<file path="src/rtl/keypad_scanner_if.sv">
// Keypad matrix bundle: row sense in, column drive and decoded key strobes out.
// Latency: none, wiring only.
// Backpressure: none; strobes are single-clock events with no acknowledge.
interface keypad_scanner_if;
    logic [3:0] rows_n;
    logic [2:0] cols_n;
    logic [9:0] keypad;
    logic       start_n;
    logic       stop_n;
    logic [3:0] last_key;

    // Scanner side: senses rows, drives columns and strobes.
    modport master (
        input  rows_n,
        output cols_n, keypad, start_n, stop_n, last_key
    );

    // Keypad/consumer side.
    modport slave (
        output rows_n,
        input  cols_n, keypad, start_n, stop_n, last_key
    );
endinterface

</file>
<file path="src/rtl/keypad_scanner.sv">
// 4x3 keypad scanner: column scan, 2-flop row sync, debounce FSM, one-clock key strobes.
// Latency: strobe lands 1 clock after the DEBOUNCE-th consecutive matching full scan.
// Backpressure: none; consumer must take each strobe in the clock it is presented.
module keypad_scanner #(
    parameter int SCAN_DIV = 1000,
    parameter int DEBOUNCE = 4
) (
    input  logic             clock_i,
    input  logic             clearn_i,
    keypad_scanner_if.master bus
);
    localparam int DW = $clog2(SCAN_DIV);
    localparam int CW = $clog2(DEBOUNCE + 1);
    localparam logic [DW-1:0] DWELL_LAST = DW'(SCAN_DIV - 1);
    localparam logic [CW-1:0] DEB_TARGET = CW'(DEBOUNCE);

    typedef enum logic [2:0] {
        S_IDLE,
        S_DEBOUNCE,
        S_ACCEPT,
        S_PRESSED,
        S_RELEASE
    } state_t;

    // Row (r) / column (c) position to key code: r0..r2 digits 1-9, r3 = '*','0','#'.
    function automatic logic [3:0] key_code(input int r, input int c);
        if (r < 3)       return 4'(r * 3 + c + 1);
        else if (c == 0) return 4'd10;
        else if (c == 1) return 4'd0;
        else             return 4'd11;
    endfunction

    logic [3:0]    rows_s1_q, rows_s2_q;
    logic [DW-1:0] dwell_q, dwell_d;
    logic [1:0]    col_q, col_d;
    logic [7:0]    snap_q, snap_d;
    logic          sample_now, scan_done;
    logic [11:0]   scan_keys;
    logic [3:0]    n_keys, found_code;
    logic          is_none, is_single;

    state_t        state_q, state_d;
    logic [3:0]    cand_q, cand_d;
    logic [CW-1:0] cnt_q, cnt_d, cnt_inc;
    logic [3:0]    last_q, last_d;
    logic [9:0]    keypad_q, keypad_d;
    logic          start_n_q, start_n_d;
    logic          stop_n_q, stop_n_d;

    // Column dwell timing and snapshot of columns 0 and 1; column 2 is classified live.
    always_comb begin
        sample_now = (dwell_q == DWELL_LAST);
        scan_done  = sample_now && (col_q == 2'd2);
        dwell_d    = sample_now ? '0 : dwell_q + DW'(1);
        col_d      = col_q;
        snap_d     = snap_q;
        if (sample_now) begin
            col_d = (col_q == 2'd2) ? 2'd0 : col_q + 2'd1;
            if (col_q == 2'd0) snap_d[3:0] = ~rows_s2_q;
            if (col_q == 2'd1) snap_d[7:4] = ~rows_s2_q;
        end
    end

    // Row synchroniser, scan counters and snapshot registers.
    always_ff @(posedge clock_i) begin
        if (!clearn_i) begin
            rows_s1_q <= 4'hF;
            rows_s2_q <= 4'hF;
            dwell_q   <= '0;
            col_q     <= 2'd0;
            snap_q    <= '0;
        end else begin
            rows_s1_q <= bus.rows_n;
            rows_s2_q <= rows_s1_q;
            dwell_q   <= dwell_d;
            col_q     <= col_d;
            snap_q    <= snap_d;
        end
    end

    // Classify the completed scan (bit index = col*4 + row) as none / single / multi.
    always_comb begin
        scan_keys  = {~rows_s2_q, snap_q};
        n_keys     = '0;
        found_code = '0;
        for (int c = 0; c < 3; c++) begin
            for (int r = 0; r < 4; r++) begin
                if (scan_keys[c*4 + r]) begin
                    n_keys     = n_keys + 4'd1;
                    found_code = key_code(r, c);
                end
            end
        end
        is_none   = (n_keys == 4'd0);
        is_single = (n_keys == 4'd1);
    end

    // FSM state register plus registered strobes and last key.
    always_ff @(posedge clock_i) begin
        if (!clearn_i) begin
            state_q   <= S_IDLE;
            cand_q    <= '0;
            cnt_q     <= '0;
            last_q    <= '0;
            keypad_q  <= '0;
            start_n_q <= 1'b1;
            stop_n_q  <= 1'b1;
        end else begin
            state_q   <= state_d;
            cand_q    <= cand_d;
            cnt_q     <= cnt_d;
            last_q    <= last_d;
            keypad_q  <= keypad_d;
            start_n_q <= start_n_d;
            stop_n_q  <= stop_n_d;
        end
    end

    // Debounce next-state: decisions only on scan_done, except ACCEPT which lasts one clock.
    always_comb begin
        state_d = state_q;
        cand_d  = cand_q;
        cnt_d   = cnt_q;
        cnt_inc = cnt_q + CW'(1);
        case (state_q)
            S_IDLE: begin
                if (scan_done && is_single) begin
                    cand_d  = found_code;
                    cnt_d   = CW'(1);
                    state_d = (DEBOUNCE == 1) ? S_ACCEPT : S_DEBOUNCE;
                end
            end
            S_DEBOUNCE: begin
                if (scan_done) begin
                    if (is_single && found_code == cand_q) begin
                        cnt_d = cnt_inc;
                        if (cnt_inc == DEB_TARGET) state_d = S_ACCEPT;
                    end else if (is_single) begin
                        cand_d = found_code;
                        cnt_d  = CW'(1);
                    end else begin
                        state_d = S_IDLE;
                    end
                end
            end
            S_ACCEPT: state_d = S_PRESSED;
            S_PRESSED: begin
                if (scan_done && is_none) begin
                    cnt_d   = CW'(1);
                    state_d = (DEBOUNCE == 1) ? S_IDLE : S_RELEASE;
                end
            end
            S_RELEASE: begin
                if (scan_done) begin
                    if (is_none) begin
                        cnt_d = cnt_inc;
                        if (cnt_inc == DEB_TARGET) state_d = S_IDLE;
                    end else begin
                        state_d = S_PRESSED;
                    end
                end
            end
            default: state_d = S_IDLE;
        endcase
    end

    // Strobe decode for the clock spent in ACCEPT; last key updates alongside it.
    always_comb begin
        keypad_d  = '0;
        start_n_d = 1'b1;
        stop_n_d  = 1'b1;
        last_d    = last_q;
        if (state_d == S_ACCEPT) begin
            last_d = cand_d;
            if (cand_d == 4'd11)      start_n_d = 1'b0;
            else if (cand_d == 4'd10) stop_n_d  = 1'b0;
            else                      keypad_d  = 10'b1 << cand_d;
        end
    end

    assign bus.cols_n   = ~(3'b001 << col_q);
    assign bus.keypad   = keypad_q;
    assign bus.start_n  = start_n_q;
    assign bus.stop_n   = stop_n_q;
    assign bus.last_key = last_q;
endmodule

</file>
<file path="src/flat_wrapper.sv">
// flat-port wrapper written by rule: the top's interface ports become plain ports
module keypad_scanner_flat 
#(
    parameter int SCAN_DIV = 1000,
    parameter int DEBOUNCE = 4
)
  (clock_i, clearn_i, bus_rows_n, bus_cols_n, bus_keypad, bus_start_n, bus_stop_n, bus_last_key);
  keypad_scanner_if bus_i ();
  input  logic clock_i;
  input  logic clearn_i;
  input wire logic [$bits(bus_i.rows_n)-1:0] bus_rows_n;
  output wire logic [$bits(bus_i.cols_n)-1:0] bus_cols_n;
  output wire logic [$bits(bus_i.keypad)-1:0] bus_keypad;
  output wire logic [$bits(bus_i.start_n)-1:0] bus_start_n;
  output wire logic [$bits(bus_i.stop_n)-1:0] bus_stop_n;
  output wire logic [$bits(bus_i.last_key)-1:0] bus_last_key;
  assign bus_i.rows_n = bus_rows_n;
  assign bus_cols_n = bus_i.cols_n;
  assign bus_keypad = bus_i.keypad;
  assign bus_start_n = bus_i.start_n;
  assign bus_stop_n = bus_i.stop_n;
  assign bus_last_key = bus_i.last_key;
  keypad_scanner #(.SCAN_DIV(SCAN_DIV), .DEBOUNCE(DEBOUNCE)) u_core (.clock_i(clock_i), .clearn_i(clearn_i), .bus(bus_i));
endmodule
</file>
<file path="config.mk">
export PLATFORM = sky130hd
export DESIGN_NAME = keypad_scanner_flat
export DESIGN_NICKNAME = d
export VERILOG_FILES = /design/src/rtl/keypad_scanner_if.sv /design/src/rtl/keypad_scanner.sv /design/src/flat_wrapper.sv
export SDC_FILE = /design/constraint.sdc
export NUM_CORES = 1
export LEC_CHECK = 0
export CELL_PAD_IN_SITES_DETAIL_PLACEMENT = 1
export CELL_PAD_IN_SITES_GLOBAL_PLACEMENT = 1
export CORE_MARGIN = 5
export CORE_UTILIZATION = 40
export DETAILED_ROUTE_END_ITERATION = 12
export GPL_TIMING_DRIVEN = 0
export HOLD_SLACK_MARGIN = 0.03
export PLACE_DENSITY_LB_ADDON = 0.15
export SYNTH_ARGS = -nofsm -noshare
export SYNTH_HDL_FRONTEND = slang
export SYNTH_SLANG_ARGS = --single-unit
</file>
<file path="constraint.sdc">
create_clock -name clock_i -period 7.1 [get_ports clock_i]
set_input_delay 1.065 -clock clock_i [delete_from_list [all_inputs] [get_ports clock_i]]
set_output_delay 1.065 -clock clock_i [all_outputs]
set_load 0.01 [all_outputs]
</file>
==> flow_summary.json <==
{
  "outcome": "finished, violations left",
  "violations": "setup timing",
  "fmax_ghz": 0.140,
  "seqPwrFrac": 0.562,
  "p_leak_nw": 1.91,
  "place_inst": 558,
  "die-area_um2": 11300,
  "synth.cell_area_um2": 3720,
  "skew_ns": 0.0110,
  "grt_overflow_total": 0,
  "endpoint": "u_core.bus.last_key[2]$_SDFFE_PN0N_",
  "antenna_found_initial": 0,
  "ys_seq_elements": 54,
  "rsz0062_at_grt": "true",
  "path_class": "register to register",
  "yosysWarnings": 0,
  "core_area_um2": 9150,
  "combinationalPowerShare": 0.095,
  "numClockSinks": 54,
  "port_buffers": 24,
  "slowest_delay_ns": 0.52,
  "place.gp.congestion": 0.816,
  "setup_violations": 2,
  "ioPinCount": 25,
  "fp.dieW_um": 106,
  "drc": 0,
  "drtAntennaViolNets": 0,
  "worstSetupEndpointType": "register",
  "drive_above_1_share": 0.294,
  "grt_max_degree": 20,
  "hold_viol": 0,
  "die_y_um": 106,
  "wire_per_inst_um": 16.4,
  "powerDensity_nw_per_um2": 114,
  "period_share": 1.01,
  "grt_usage": 0.174,
  "worst_pin_slew_ns": 1.09,
  "cp_common_cell": "ha_4",
  "r2r-start": "u_core.snap_q[1]$_SDFFE_PN0P_",
  "dp_hpwl_um": 7170,
  "first_global_vias": 3340,
  "crit_start": "u_core.snap_q[1]$_SDFFE_PN0P_",
  "syn_avg_cell_area_um2": 8.79,
  "cap_violations": 0,
  "finalWorstSetupSlack_ns": -0.0385,
  "rows": 35,
  "cp_data_arrival_time_ns": 7.35,
  "syn_nets": 444,
  "hold_class": "register to register",
  "internal_power_w": 0.000401,
  "slew_violations": 0,
  "crit_required_ns": 7.31,
  "wirelength_um": 9930,
  "seq_area_frac_synth": 0.291,
  "fin_cells": 604,
  "htreeDepth": 2,
  "start_util": 0.406,
  "cts_tree": "yes",
  "syn2layout_area_growth_pct": 30.1,
  "clock_latency_ns": 0.32,
  "synth-edff-count": 0,
  "synth_ff_type": "dfxtp_1",
  "cts.clk_slew.worst_paths_ns": 0.11,
  "worstRegToRegCells": 38,
  "synth_cells": 423,
  "async_flop_share": 0,
  "start_kind": "register",
  "p_switching_w": 0.000150,
  "holdPathStages": 1,
  "clockBufferDepth": 2,
  "grt_pass1_wl_um": 16300,
  "critPathMaxFanout": 5,
  "timing.rr.end": "u_core.bus.last_key[2]$_SDFFE_PN0N_",
  "drt_pass1_iterations": 4,
  "routed_via_density": 5.34,
  "crit_slowest_cell": "or4b_4",
  "slew_headroom": 0.270,
  "post-route-min-period_ns": 7.14,
  "swShare": 0.272,
  "numCtsBuffers": 5,
  "clock_power_share": 0.343,
  "first_iter_violations": 94,
  "peakVddDrop_uv": 120,
  "n_antenna_cell": 0,
  "finish.utilization": 0.528,
  "ys_types": 79,
  "num_vias": 3226,
  "rrSetupSlack_ns": -0.04,
  "cts_root_buf": "clkbuf_8",
  "final_nets": 513
}
[placed cells by master (no fill, tap or decap), types with 11 or more instances in the layout]
cell type | Yosys | layout
clkbuf_1 | 11 | 11
nand2_1 | 42 | 38
nor2_1 | 46 | 43
nand3_1 | 13 | 12
a21oi_1 | 12 | 12
xnor2_1 | 19 | 16
nand2b_1 | 19 | 16
dfxtp_1 | 54 | 52
buf_4 | 0 | 36
inv_1 | 21 | 15
clkdlybuf4s50_1 | 0 | 24
[final cells by class]
| cell class | instances | area [µm²] |
|---|---|---|
| fillers | 1032 | 4320 |
| inverters | 22 | 85.1 |
| plain buffers | 20 | 110 |
| multi-input cells | 327 | 2790 |
| well taps | 111 | 139 |
| repair buffers | 62 | 533 |
| flip-flops and latches | 54 | 1080 |
| clock buffers | 5 | 68.8 |
| clock inverters | 3 | 26.3 |
[worst max-delay path: cells and delay by family, from the launching register on]
| kind | cells | cell delay, ns |
|---|---|---|
| xor+xnor | 4 | 0.68 |
| compound gates | 7 | 0.97 |
| flops | 1 | 0.37 |
| mux | 2 | 0.58 |
| simple gates | 12 | 1.81 |
| fa+ha+maj | 9 | 2.30 |
| buf+inv | 4 | 0.32 |
[logic make-up (layout without fill, tap and decap cells)]
logic type	Yosys count	in the layout	share of synthesized area
compound gates	70	70	0.149
xor+xnor	39	39	0.131
buf+inv	42	112	0.0508
simple gates	186	186	0.271
mux	17	17	0.0562
flops	54	54	0.291
fa+ha+maj	15	15	0.0505
[power by group through the flow]
stage	combinational, W	clock (W)	sequential [W]
2_1_floorplan	0.0000314	0	0.000315
3_3_place_gp	0.0000427	0	0.000316
3_5_place_dp	0.0000439	0	0.000316
4_1_cts	0.0000489	0.000196	0.000309
5_1_grt	0.0000587	0.000210	0.000310
6_report	0.0000524	0.000189	0.000309
[worst min path at each step]
stage	from	to	slack (ns)
finish	u_core.rows_s1_q[2]$_SDFF_PN1_	u_core.rows_s2_q[2]$_SDFF_PN1_	0.42
global route	u_core.rows_s1_q[2]$_SDFF_PN1_	u_core.rows_s2_q[2]$_SDFF_PN1_	0.44
CTS	u_core.rows_s1_q[2]$_SDFF_PN1_	u_core.rows_s2_q[2]$_SDFF_PN1_	0.42
detailed placement	u_core.rows_s1_q[2]$_SDFF_PN1_	u_core.rows_s2_q[2]$_SDFF_PN1_	0.39
global placement	u_core.rows_s1_q[1]$_SDFF_PN1_	u_core.rows_s2_q[1]$_SDFF_PN1_	0.39
floorplan	u_core.rows_s1_q[0]$_SDFF_PN1_	u_core.rows_s2_q[0]$_SDFF_PN1_	0.39
[repair_timing]
action,in CTS,in global routing
setup buffers,23,14
hold buffers,0,0
pin swaps,19,26
endpoints found under the setup margin,26,23
cloned,0,1
gates resized for setup,11,33
[cell usage after synthesis (5+ instances only)]
cell | count | area [µm²]
o21ai_0 | 10 | 50.1
nor3_1 | 9 | 45.0
clkbuf_1 | 11 | 41.3
nand2b_1 | 19 | 119
ha_1 | 15 | 188
nand3_1 | 13 | 65.1
nand2_1 | 42 | 158
and2_1 | 6 | 37.5
nor2b_1 | 6 | 37.5
a21oi_1 | 12 | 60.1
xnor2_1 | 19 | 166
mux2i_1 | 8 | 80.1
dfxtp_1 | 54 | 1080
a211oi_1 | 10 | 75.1
nand4_1 | 6 | 37.5
or2_2 | 6 | 37.5
buf_2 | 5 | 25.0
nor4_2 | 5 | 62.6
inv_1 | 21 | 78.8
nor2_1 | 46 | 173
xor2_1 | 10 | 87.6
[sequential cells by signal, indices dropped and copies added, names as in the netlist]
register and count:
u_core.bus.start_n 1, u_core.cnt_q 3, u_core.bus.stop_n 1, u_core.rows_s1_q 4
u_core.cand_q 4, u_core.bus.last_key 4, u_core.rows_s2_q 4, u_core.bus.keypad 10
u_core.col_q 2, u_core.dwell_q 10, u_core.snap_q 8, u_core.state_q 3
[metrics by stage]
| step | total power (W) | cell area (µm²) | setup slack [ns] | hold WS (ns) | TNS (ns) |
|---|---|---|---|---|---|
| finish | 0.000550 | 4840 | -0.0385 | 0.415 | -0.0646 |
| global route | 0.000579 | 4840 | -0.385 | 0.444 | -5.83 |
| CTS | 0.000554 | 4550 | 0.0146 | 0.419 | 0 |
| detailed placement | 0.000360 | 4230 | -0.809 | 0.394 | -14.77 |
| global placement | 0.000359 | 4230 | -0.680 | 0.389 | -11.48 |
| floorplan | 0.000346 | 3850 | -0.00279 | 0.386 | -0.00389 |
[metal layers]
layer  vias to the layer above  GRT usage  part of all wire
met2                        37      0.310              0.49
met1                      1571      0.218              0.47
li1                       1611          -                 -
met3                         7     0.0358             0.036
met4                         0     0.0305            0.0076
met5                         -          0                 0
No activity file was read; power rests on OpenSTA's default activity.
